### src/rtl/coin_input_conditioner_pkg.sv
// Shared constants for the coin/accept input conditioner.
package coin_input_conditioner_pkg;

  localparam int         DEBOUNCE_CYCLES_DEF = 4;
  localparam int         SYNC_STAGES_DEF     = 2;
  localparam logic [7:0] COIN_COUNT_MAX      = 8'd255;

endpackage

### src/rtl/coin_input_conditioner_debounce_channel.sv
// One button channel: synchroniser chain, debounce counter and rise strobe.
//
// o_rise is a combinational strobe that is high in the cycle whose closing
// edge takes o_level from 0 to 1. The parent registers it, so its output
// pulse appears on the same edge as the new debounced level.
module debounce_channel
  import coin_input_conditioner_pkg::*;
#(
  parameter int DEBOUNCE_CYCLES = DEBOUNCE_CYCLES_DEF,
  parameter int SYNC_STAGES     = SYNC_STAGES_DEF
) (
  input  logic clk,
  input  logic reset,
  input  logic i_raw,
  output logic o_level,
  output logic o_rise
);

  localparam logic [7:0] CNT_TC = 8'(DEBOUNCE_CYCLES - 1);

  logic [SYNC_STAGES-1:0] r_sync;
  logic                   r_level;
  logic [7:0]             r_cnt;
  logic                   w_s;
  logic                   w_tc;

  assign w_s  = r_sync[SYNC_STAGES-1];
  assign w_tc = (r_cnt == CNT_TC);

  // Shift the raw button through the synchroniser chain.
  always_ff @(posedge clk) begin
    if (reset) begin
      r_sync <= '0;
    end else begin
      r_sync <= {r_sync[SYNC_STAGES-2:0], i_raw};
    end
  end

  // Count consecutive samples that disagree with the level; any agreeing
  // sample restarts the count so short glitches never flip the level.
  always_ff @(posedge clk) begin
    if (reset) begin
      r_level <= 1'b0;
      r_cnt   <= 8'd0;
    end else if (w_s == r_level) begin
      r_cnt <= 8'd0;
    end else if (w_tc) begin
      r_level <= w_s;
      r_cnt   <= 8'd0;
    end else begin
      r_cnt <= r_cnt + 8'd1;
    end
  end

  assign o_level = r_level;
  assign o_rise  = w_s & ~r_level & w_tc;

endmodule

### src/rtl/coin_input_conditioner.sv
// Turns raw coin/accept buttons into single-cycle m/a pulses for the credit
// FSM, with coin-first arbitration and a saturating debug coin count.
module coin_input_conditioner
  import coin_input_conditioner_pkg::*;
#(
  parameter int DEBOUNCE_CYCLES = DEBOUNCE_CYCLES_DEF,
  parameter int SYNC_STAGES     = SYNC_STAGES_DEF
) (
  input  logic       clk,
  input  logic       reset,
  input  logic       coin_raw,
  input  logic       accept_raw,
  output logic       m,
  output logic       a,
  output logic       coin_level,
  output logic       accept_level,
  output logic [7:0] coin_count
);

  logic       w_coin_rise;
  logic       w_acc_rise;
  logic       r_m;
  logic       r_a;
  logic       r_pend_a;
  logic [7:0] r_coin_count;

  debounce_channel #(
    .DEBOUNCE_CYCLES(DEBOUNCE_CYCLES),
    .SYNC_STAGES    (SYNC_STAGES)
  ) u_coin (
    .clk    (clk),
    .reset  (reset),
    .i_raw  (coin_raw),
    .o_level(coin_level),
    .o_rise (w_coin_rise)
  );

  debounce_channel #(
    .DEBOUNCE_CYCLES(DEBOUNCE_CYCLES),
    .SYNC_STAGES    (SYNC_STAGES)
  ) u_accept (
    .clk    (clk),
    .reset  (reset),
    .i_raw  (accept_raw),
    .o_level(accept_level),
    .o_rise (w_acc_rise)
  );

  // Coin wins a same-cycle tie; the accept is parked in pend_a for one
  // cycle. A new coin rise cannot land on the deferred slot because rises
  // on one channel are at least two debounce periods apart.
  always_ff @(posedge clk) begin
    if (reset) begin
      r_m      <= 1'b0;
      r_a      <= 1'b0;
      r_pend_a <= 1'b0;
    end else begin
      r_m      <= w_coin_rise;
      r_a      <= r_pend_a | (w_acc_rise & ~w_coin_rise);
      r_pend_a <= w_acc_rise & w_coin_rise;
    end
  end

  // Count issued coin pulses, holding at the maximum.
  always_ff @(posedge clk) begin
    if (reset) begin
      r_coin_count <= 8'd0;
    end else if (r_m && (r_coin_count != COIN_COUNT_MAX)) begin
      r_coin_count <= r_coin_count + 8'd1;
    end
  end

  assign m          = r_m;
  assign a          = r_a;
  assign coin_count = r_coin_count;

endmodule

### config.mk
export PLATFORM = sky130hd
export DESIGN_NAME = coin_input_conditioner
export DESIGN_NICKNAME = d
export VERILOG_FILES = /design/src/rtl/coin_input_conditioner_pkg.sv /design/src/rtl/coin_input_conditioner_debounce_channel.sv /design/src/rtl/coin_input_conditioner.sv
export SDC_FILE = /design/constraint.sdc
export NUM_CORES = 1
export LEC_CHECK = 0
export CORE_UTILIZATION = 54
export DETAILED_ROUTE_END_ITERATION = 16
export HOLD_SLACK_MARGIN = 0.05
export PLACE_DENSITY = 0.86
export RECOVER_POWER = 50
export SYNTH_ARGS = -nofsm -noshare
export SYNTH_HDL_FRONTEND = slang
export SYNTH_SLANG_ARGS = --single-unit
export TNS_END_PERCENT = 50
### constraint.sdc
create_clock -name clk -period 1.9 [get_ports clk]
set_input_delay 0.57 -clock clk [delete_from_list [all_inputs] [get_ports clk]]
set_output_delay 0.57 -clock clk [all_outputs]
set_load 0.005 [all_outputs]
Word-level counts from Yosys, hierarchy flattened

Cells that the tools add are included.

Flip-flop bits (word level): 33
Output and inout port bits: 12
Word-level logic and storage cells: 35

Add/sub/neg operators: 3
Equal/unequal tests: 5
Bitwise gates (word level): 12
Reductions and logical operators: 5

Operators by type and width:

| cell                                                            | number |
|---|---|
| 8-bit by 1-bit adder with 8-bit output, second input constant   | 3 |
| 8-bit by 2-bit == test with 1-bit output, second input constant | 2 |
| 8-bit inequality test, second input constant                    | 1 |
| 1-bit bitwise AND                                               | 6 |
| 3-bit OR reduction                                              | 2 |
| 1-bit inverter                                                  | 5 |
| 2-bit AND reduction                                             | 2 |
| 1-bit == test                                                   | 2 |
| 1-bit logical AND                                               | 1 |
| 1-bit OR                                                        | 1 |

Logic depth before layout (Yosys ltp)

Depth after elaboration: 6
Gate-level depth with buffers: 5

Modules after synthesis

Synthesis repeated with hierarchy kept, for this count alone.

Cells, all modules: 155
Area, all modules: 1,456.4 µm²

Modules (own cells, without submodules):

| module                      | times used | cells each | area an instance (µm²) |
|---|---|---|---|
| coin_input_conditioner      | 1          | 52         | 496.7 |
| debounce_channel (u_accept) | 1          | 52         | 486.7 |
| debounce_channel (u_coin)   | 1          | 51         | 473.0 |

Worst setup path before layout

OpenSTA, ideal clock, no wires.

Kind: register to register
Start: register u_coin.r_cnt[0]
End: register r_pend_a
Arrival: 1.509 ns
Required time: 1.813 ns
Slack: 0.304 ns
Stages on the path, launching flop included: 5
Clock period less this slack: 1.596 ns
Cell sequence: dfxtp_1 > ha_1 > or4b_4 > or2_4 > nor4b_4

Cells in the longest elaborated chain, start to end: 3

RTL lines:

| what                                     | line                                          | RTL |
|---|---|---|
| from (decl)                              | coin_input_conditioner_debounce_channel.sv:23 | `logic [7:0] r_cnt;` |
| from (signal assigned)                   | coin_input_conditioner_debounce_channel.sv:51 | `r_cnt <= r_cnt + 8'd1;` |
| 8-bit by 2-bit == test with 1-bit output | coin_input_conditioner_debounce_channel.sv:28 | `assign w_tc = (r_cnt == CNT_TC);` |
| 1-bit bitwise AND                        | coin_input_conditioner_debounce_channel.sv:56 | `assign o_rise = w_s & ~r_level & w_tc;` |
| 1-bit bitwise AND                        | coin_input_conditioner.sv:60                  | `r_pend_a <= w_acc_rise & w_coin_rise;` |
| to (signal assigned)                     | coin_input_conditioner.sv:60                  |  |
| to (decl)                                | coin_input_conditioner.sv:24                  | `logic r_pend_a;` |

Every way passes these cells.
A chain may end at the register's enable or synchronous reset.

Worst setup path in the final report

Start: register r_coin_count[3], in the netlist coin_count[3]
End: output coin_count[3]

RTL lines:

| what                   | line                         | RTL |
|---|---|---|
| from (decl)            | coin_input_conditioner.sv:25 | `logic [7:0] r_coin_count;` |
| from (signal assigned) | coin_input_conditioner.sv:69 | `r_coin_count <= r_coin_count + 8'd1;` |
| to (decl)              | coin_input_conditioner.sv:17 | `output logic [7:0] coin_count` |

No word-level cell between the ends.

==> impl_metrics.json <==
{
  "viasPerCell": 5.77,
  "synth_mux_area_share_pct": 3.75,
  "rows": 18,
  "hold_buffers": 0,
  "finalHoldViolations": 0,
  "synthFlopType": "dfxtp_1",
  "rsz0062_at_grt": "no",
  "clock.fmax_mhz": 546,
  "cts.sinks": 33,
  "synth_top_family_by_area": "simple AND/OR/NAND/NOR gates",
  "drv_cap": 0,
  "endpoint_kind": "primary output",
  "syn_nets": 162,
  "min_path_type": "flip-flop to flip-flop",
  "setup-tns-final_ps": 0,
  "slew_viol_final": 0,
  "dpl_worst_slack_ps": 63.9,
  "setup_viol": 0,
  "dr_wl_met2_um": 1460,
  "powerDensity_nw_per_um2": 658,
  "synth.area.top_cells": "dfxtp_1 46%, ha_1 4.4%, a21oi_1 4.2%, nor2_1 3.4%, nor2b_1 3.0%",
  "synth_area_um2": 1440,
  "start_util_pct": 57.5,
  "first_pass_iters": 4,
  "cp_max_fo": 7,
  "grt_overflow": 0,
  "synth_most_common_cell": "dfxtp_1",
  "p_leak_nw": 0.581,
  "crit_path_cell_trace": "clkdlybuf4s50_1",
  "root_buffer": "clkbuf_4",
  "critPathBufInv": 1,
  "synth_top_area_share_pct": 46.0,
  "port_buffers": 15,
  "slew_headroom_pct": 64.3,
  "core_area_um2": 2500,
  "grt_start_max_net_pins": 13,
  "wl_met3_um": 114,
  "syn_inst": 153,
  "first_global_vias": 1054,
  "startpoint_type": "flip-flop",
  "yosys-top-cells-count": "33 x dfxtp_1, 13 x nor2_1, 12 x a21oi_1",
  "drt_first_iter_violations": 18,
  "cts_buffer_depth": 2,
  "criticalPathCategory": "flip-flop to primary output",
  "drc": 0,
  "ys_warn_count": 0,
  "yosysTopAreaCell": "dfxtp_1",
  "routedWlPerCell_um": 13.9,
  "synthXorXnorAreaFrac_pct": 3.66,
  "path_clk_slew_ps": 100,
  "timing.final.crit_share_pct": 96.4,
  "drive_above_1_share_pct": 11.3,
  "crit_path_top_delay_cell": "clkdlybuf4s50_1",
  "critPathTopFamily": "buffers and inverters",
  "fin_ws_ps": 67.9,
  "min_period_ps": 1830,
  "status": "finished clean",
  "die_area_um2": 2870,
  "clock_skew_ps": 8.30,
  "vdd_drop_max_uv": 576,
  "postRouteAntennaNets": 0,
  "gp_congestion": 0.742,
  "synthDistinctLibCells": 34,
  "synth_seq_area_share_pct": 46.0,
  "worstMarginPinSlew_ps": 535,
  "grt_pass1_wl_um": 4570,
  "critPathMaxStageDelay_ps": 520,
  "area_delta_synth_final_pct": 17.2,
  "highest_layer": "met4",
  "nNetsFinal": 185,
  "synth_fa_ha_area_share_pct": 4.36,
  "cts_max_level": 2,
  "totalWireLength_um": 2870,
  "cts_buffers": 5,
  "critPathArrivalTime_ps": 1260,
  "die_h_um": 53.6,
  "clk_latency_ps": 330,
  "required_ps": 1330,
  "wl_met1_um": 1270,
  "synth_edf_count": 0,
  "syn_avg_cell_area_um2": 9.39,
  "antenna_found_initial": 0,
  "async_reset_ff_share_pct": 0,
  "synthSimpleGateAreaFrac_pct": 27.7,
  "n_antenna_cell": 0,
  "synth-seq-cells": 33,
  "fp.dieW_um": 53.6,
  "cts_tree": "yes",
  "gr-usage-all-layers_pct": 22.9,
  "synth-compound-area-share_pct": 12.2,
  "hpwl_um": 2040,
  "io-pin-count": 16,
  "vias": 1195
}
-- registers in the layout (all words and copies together) (netlist names) --
name              cells
coin_count            8
u_accept.r_cnt        8
u_coin.r_cnt          8
u_accept.r_sync       2
u_coin.r_sync         2
a                     1
m                     1
r_pend_a              1
u_accept.o_level      1
u_coin.o_level        1
-- layout by cell type (no fill, tap or decap), types with 2 or more instances in the layout --
cell type / count
dfxtp_1: 26
clkdlybuf4s50_1: 14
nor2_1: 13
a21oi_1: 12
nand2_1: 10
nand3_1: 8
nor2b_1: 7
or3_1: 7
o21ai_0: 7
dfxtp_2: 7
inv_1: 6
clkbuf_1: 6
ha_1: 5
clkbuf_4: 5
nor4b_1: 4
nor3_1: 4
nand4_1: 4
xor2_1: 4
mux2_2: 3
and4_1: 2
and3_1: 2
o21bai_1: 2
a21boi_0: 2
mux2i_1: 2
xnor2_1: 2
-- path summary, 6_finish.rpt --
check / startpoint / endpoint / slack, ps / cells after the start
max reg2reg: u_coin.r_cnt[0] / r_pend_a / 130 / 4
min: u_accept.r_sync[0] / u_accept.r_sync[1] / 450 / 1
max: coin_count[3] / coin_count[3] / 70 / 1
min reg2reg: u_accept.r_sync[0] / u_accept.r_sync[1] / 450 / 1
-- through the flow --
stage	util (%)	power (mW)	hold slack (ps)	instance area [um2]	instances
5_1_grt	67.3	1.15	468	1680	207
2_1_floorplan	-	0.734	414	1440	153
3_3_place_gp	65.7	0.748	425	1640	199
6_report	67.3	1.11	450	1680	207
4_1_cts	67.9	1.13	452	1700	207
3_5_place_dp	65.7	0.750	430	1640	199
-- where the power goes --
part           internal (mW)  switching, mW  leakage, nW
combinational         0.0137         0.0183        0.284
sequential             0.696        0.00280        0.270
clock                  0.147          0.229       0.0265
total                  0.857          0.250        0.581
-- kinds of logic (layout without fill, tap and decap cells) --
family	count (synthesis)	in the layout
xor gates and xnor gates	6	6
buffers and inverters	9	33
DFF	33	33
and+or+nand+nor	67	67
AOI/OAI and AO/OA	28	28
adders and majority gates	5	5
muxes	5	5
-- layer usage --
| metal | vias up | track usage, % |
|---|---|---|
| li1 | 596 | - |
| met2 | 24 | 36.5 |
| met3 | 4 | 8.47 |
| met4 | 0 | 10.5 |
| met1 | 571 | 27.3 |
| met5 | - | 0 |
-- cell type report --
class                   instances  area, um2
inverters                       6       22.5
clock buffers                   8       48.8
repair buffers                 19        166
flip-flops and latches         33        669
multi-input cells             111        738
fillers                       198        817
well taps                      30       37.5
-- what timing repair did --
| item | in CTS | in global routing |
|---|---|---|
| buffers inserted | 0 | 0 |
| gates resized for setup | 4 | 3 |
| setup endpoints to repair | 4 | 3 |
Power figures use the tool's default switching activity.
